`src/rtl/neuron_mac_q16.sv`:
```
// Single-neuron multiply-accumulate stage feeding the sigmoid block: sums N_INPUTS
// signed Q8.8 act*wgt products plus a Q16.16 bias, then saturates to a signed Q16.16 word.
module neuron_mac_q16 #(
  parameter int N_INPUTS = 8,
  parameter int ACC_W    = 40
) (
  input  logic        clk,
  input  logic        rst_n,
  input  logic        start,
  input  logic [31:0] bias,
  input  logic [15:0] act,
  input  logic [15:0] wgt,
  input  logic        in_valid,
  output logic        in_ready,
  output logic [31:0] x_out,
  output logic        out_valid,
  output logic        sat,
  output logic        busy
);

  typedef enum logic [1:0] {
    IDLE  = 2'd0,
    ACCUM = 2'd1,
    BIAS  = 2'd2,
    SAT   = 2'd3
  } state_t;

  localparam logic [7:0] CNT_LAST = 8'(N_INPUTS - 1);
  // Q16.16 representable range expressed at accumulator width.
  localparam logic signed [ACC_W-1:0] SAT_MAX = {{(ACC_W-32){1'b0}}, 32'h7FFF_FFFF};
  localparam logic signed [ACC_W-1:0] SAT_MIN = {{(ACC_W-32){1'b1}}, 32'h8000_0000};

  state_t                    state_q, state_d;
  logic signed [ACC_W-1:0]   acc_q, acc_d;
  logic [7:0]                cnt_q, cnt_d;
  logic [31:0]               bias_q, bias_d;
  logic [31:0]               x_out_q, x_out_d;
  logic                      sat_q, sat_d;
  logic                      out_valid_q, out_valid_d;

  logic signed [31:0]        act_s, wgt_s, prod_s;
  logic signed [ACC_W-1:0]   prod_ext_s, bias_ext_s;

  // Operands are sign-extended to 32 bits so the truncated product is the exact 16x16 result.
  assign act_s      = {{16{act[15]}}, act};
  assign wgt_s      = {{16{wgt[15]}}, wgt};
  assign prod_s     = act_s * wgt_s;
  assign prod_ext_s = {{(ACC_W-32){prod_s[31]}}, prod_s};
  assign bias_ext_s = {{(ACC_W-32){bias_q[31]}}, bias_q};

  assign in_ready  = (state_q == ACCUM);
  assign busy      = (state_q != IDLE);
  assign x_out     = x_out_q;
  assign sat       = sat_q;
  assign out_valid = out_valid_q;

  always_comb begin
    state_d     = state_q;
    acc_d       = acc_q;
    cnt_d       = cnt_q;
    bias_d      = bias_q;
    x_out_d     = x_out_q;
    sat_d       = sat_q;
    out_valid_d = 1'b0;
    case (state_q)
      IDLE: begin
        if (start) begin
          bias_d  = bias;
          acc_d   = {ACC_W{1'b0}};
          cnt_d   = 8'd0;
          state_d = ACCUM;
        end else begin
          state_d = IDLE;
        end
      end
      ACCUM: begin
        if (in_valid) begin
          acc_d = acc_q + prod_ext_s;
          cnt_d = cnt_q + 8'd1;
          if (cnt_q == CNT_LAST) begin
            state_d = BIAS;
          end else begin
            state_d = ACCUM;
          end
        end else begin
          state_d = ACCUM;
        end
      end
      BIAS: begin
        acc_d   = acc_q + bias_ext_s;
        state_d = SAT;
      end
      SAT: begin
        if (acc_q > SAT_MAX) begin
          x_out_d = 32'h7FFF_FFFF;
          sat_d   = 1'b1;
        end else if (acc_q < SAT_MIN) begin
          x_out_d = 32'h8000_0000;
          sat_d   = 1'b1;
        end else begin
          x_out_d = acc_q[31:0];
          sat_d   = 1'b0;
        end
        out_valid_d = 1'b1;
        state_d     = IDLE;
      end
      default: begin
        state_d = IDLE;
      end
    endcase
  end

  // Reset abandons any evaluation in flight; x_out/sat otherwise persist until the next SAT.
  always_ff @(posedge clk or negedge rst_n) begin
    if (!rst_n) begin
      state_q     <= IDLE;
      acc_q       <= {ACC_W{1'b0}};
      cnt_q       <= 8'd0;
      bias_q      <= 32'd0;
      x_out_q     <= 32'd0;
      sat_q       <= 1'b0;
      out_valid_q <= 1'b0;
    end else begin
      state_q     <= state_d;
      acc_q       <= acc_d;
      cnt_q       <= cnt_d;
      bias_q      <= bias_d;
      x_out_q     <= x_out_d;
      sat_q       <= sat_d;
      out_valid_q <= out_valid_d;
    end
  end

endmodule

```
`config.mk`:
```
export PLATFORM = sky130hd
export DESIGN_NAME = neuron_mac_q16
export DESIGN_NICKNAME = d
export VERILOG_FILES = /design/src/rtl/neuron_mac_q16.sv
export SDC_FILE = /design/constraint.sdc
export NUM_CORES = 1
export LEC_CHECK = 0
export BUFFER_PORTS_ARGS = -buffer_cell sky130_fd_sc_hd__buf_4
export CAP_MARGIN = 20
export CORE_ASPECT_RATIO = 2
export CORE_MARGIN = 8
export CORE_UTILIZATION = 53
export DETAILED_ROUTE_END_ITERATION = 7
export PLACE_DENSITY = 0.78
export SYNTH_ARGS = -nofsm -noshare
export SYNTH_HDL_FRONTEND = slang
export SYNTH_SLANG_ARGS = --single-unit
```
`constraint.sdc`:
```
create_clock -name clk -period 5.3 [get_ports clk]
set_input_delay 0.795 -clock clk [delete_from_list [all_inputs] [get_ports clk]]
set_output_delay 0.795 -clock clk [all_outputs]
set_load 0.1 [all_outputs]
```
==> impl_results.md <==
- Worst path most repeated cell: fa_1
- Final Cycle Share: 120%
- Die Width: 151 um
- Drt total wl: 58200 um
- Fin nets: 2982
- Post-route DRC: 1
- Top Ports: 104
- Fmax: 0.158 GHz
- Number of global-route vias before repair: 18000
- Ys Warns: 0
- Worst-margin pin slew: 1.03 ns
- TritonCTS clock tree: done
- Total grt overflow: 0
- Clock Latency Late Sink: 0.42 ns
- Met1 usage: 27.0%
- RSZ-0062 raised after global routing: true
- GPL Wtd Cong: 0.919
- Skew final: 0.00907 ns
- CP Class: input port to flip-flop
- Reg clk slew, reported paths: 0.06 ns
- Root buf cell: clkbuf_16
- Count of final hold-check violations: 0
- Cts bufs inserted: 17
- Slew Limit Fails: 0
- HP Class: flip-flop to flip-flop
- Post-Syn Nets: 2650
- Mapped cell area: 19300 um^2
- FF+latch area: 2900 um^2
- CP max-delay cell: fa_1
- Die area: 43100 um^2
- Layout Utilization: 68.0%
- Met2 global-route usage: 49.7%
- First-pass GRT wire length: 89300 um
- H-tree depth: 4
- Starting density of the core: 53.2%
- Initial antenna violation count: 1
- Row cnt: 99
- Vias per cell: 5.76
- Clk sink count: 116
- Sequential share of the synthesized area: 15.1%
- Yosys cell types: 66
- Largest net degree at the start of global routing: 78
- Failing checks: design-rule violations, negative setup slack
- Min Tclk post-route: 6.34 ns
- Crit end category: flip-flop
- Worst EP required: 5.63 ns
- Slew headroom: 31.5%
- Vias: 16600
- Share of post-route cells with drive strength above 1: 27.8%
- Flops & latches, synth: 116
- Crit path arrival time: 6.67 ns
- Setup TNS: -22.46 ns
- Post-synth EDFFs: 0
- Crit path launch type: input port
- CP Buf/Inv Count: 8
- Die Y: 286 um
- Multi-input gate area: 15600 um^2
- Crit path max fanout: 7
- Finished Layout Cells: 2889
- Clk buf depth: 2
- Top Family by Delay on Critical Path: adder cells
- Detailed Routing Iterations Pass 1: 8
- Max_cap viols: 0
- Slack of the critical path: -1.04 ns
- Area Overhead vs Synth: 27.7%
- Outcome: complete, but fails checks
- Ys async rst share: 100%
- Final ANT Viol Nets: 0
- Drt initial violations: 1142
- Post-Syn Instances: 2090
- Max incr delay on CP: 0.55 ns
- Main synth FF type: dfrtp_1
- Syn avg cell area: 9.21 um^2
- Gr usage total: 26.3%
- Dpl hpwl: 43800 um
- Placed insts: 2800
- IO buf count: 103
- Drt wl/cell: 20.2 um
- Final setup fails: 29
- Met3 usage: 2.66%
- Core ar.: 36200 um^2
- GRT busiest layer: met2
- Fill cell count: 2570
[final timing paths]
| kind | start | slack, ns | cells past startpoint | endpoint |
|---|---|---|---|---|
| setup / recovery | wgt[4] | -1.04 | 25 | acc_q[32] |
| hold / removal | bias_q[30] | 0.51 | 1 | bias_q[30] |
| setup reg to reg | acc_q[15] | -0.12 | 20 | acc_q[32] |
| hold reg to reg | bias_q[30] | 0.51 | 1 | bias_q[30] |
| max in group asynchronous | rst_n | 3.61 | 2 | bias_q[17] |
| min in group asynchronous | rst_n | 0.56 | 1 | bias_q[1] |
[final cells by class]
type	instances	area share [%]
Timing Repair Buffer	384	13.5
Inverter	428	6.57
Sequential cell	116	11.8
Clock inverter	9	0.615
Clock buffer	22	1.93
Antenna cell	1	0.0102
Tap cell	454	2.31
Multi-Input combinational cell	1475	63.3
[layer usage]
metal  share of wire, %  vias up
met5                  0        -
met4                7.9        0
met3                5.2      300
met2                 55      702
met1                 32     8357
li1                   -     7289
[per-stage QoR]
| step | setup slack (ns) | cell area, um^2 | hold WS [ns] |
|---|---|---|---|
| finish | -1.04 | 24600 | 0.510 |
| floorplan | -1.36 | 19800 | 0.484 |
| CTS | -1.04 | 23900 | 0.515 |
| global placement | -1.49 | 22500 | 0.498 |
| global route | -1.24 | 24600 | 0.531 |
| detailed placement | -1.60 | 22500 | 0.503 |
[cells by family after synthesis]
group	Yosys count	synth area share, %
xor gates and xnor gates	72	3.27
adders and majority gates	492	44.9
AOI/OAI and AO/OA	365	12.2
DFF	116	15.1
muxes	38	2.19
buffers and inverters	499	9.77
and+or+nand+nor	508	12.6
[layout by cell type, fill, tap and decap left out, types with 20 or more instances in the layout]
cell type / instances
and2_1: 106
a21o_1: 48
dfrtp_1: 116
fa_2: 21
buf_4: 312
a21oi_1: 111
nand4_1: 20
o21ai_1: 28
fa_1: 310
nand2_1: 175
xor2_1: 27
inv_2: 39
nand3_1: 21
o21ai_0: 34
nor2_1: 80
mux2_2: 33
xnor2_1: 35
ha_4: 23
ha_1: 132
inv_1: 386
buf_6: 50
[Yosys cell counts, drive strengths merged (6+ instances only)]
cell type,count,area share [%]
nand3,26,0.68
o21bai,7,0.27
o221ai,6,0.31
nand2b,7,0.23
dfrtp,116,15
clkbuf,63,1.2
inv,428,8.3
nor2,96,1.9
fa,331,34
ha,161,10
and2,122,4.0
a21o,49,1.9
mux2,33,1.9
o21a,6,0.23
a21oi,124,3.2
xor2,32,1.5
o211ai,8,0.34
a22oi,21,0.82
o21ai,76,2.0
nor2b,7,0.23
nand2,196,3.8
nor3,6,0.16
nand4,20,0.65
buf,8,0.20
a31oi,11,0.39
xnor2,40,1.8
a211oi,9,0.35
and3,8,0.29
or3,7,0.23
[registers in the layout, indices dropped and copies added, names as in the netlist, named ones only]
signal     flops
bias_q        32
acc_q         40
cnt_q          8
state_q        1
sat            1
out_valid      1
x_out         32
[repair_timing]
action	4_1_cts	5_1_grt
buffers inserted	34	44
cloned	1	0
hold buffers	0	0
pin swaps	90	117
endpoints found under the setup margin	30	31
gates resized for setup	143	142
Power is left out: the tool's default activity adds up to more than one toggle a clock period on the data nets, which glitch-free logic cannot reach.
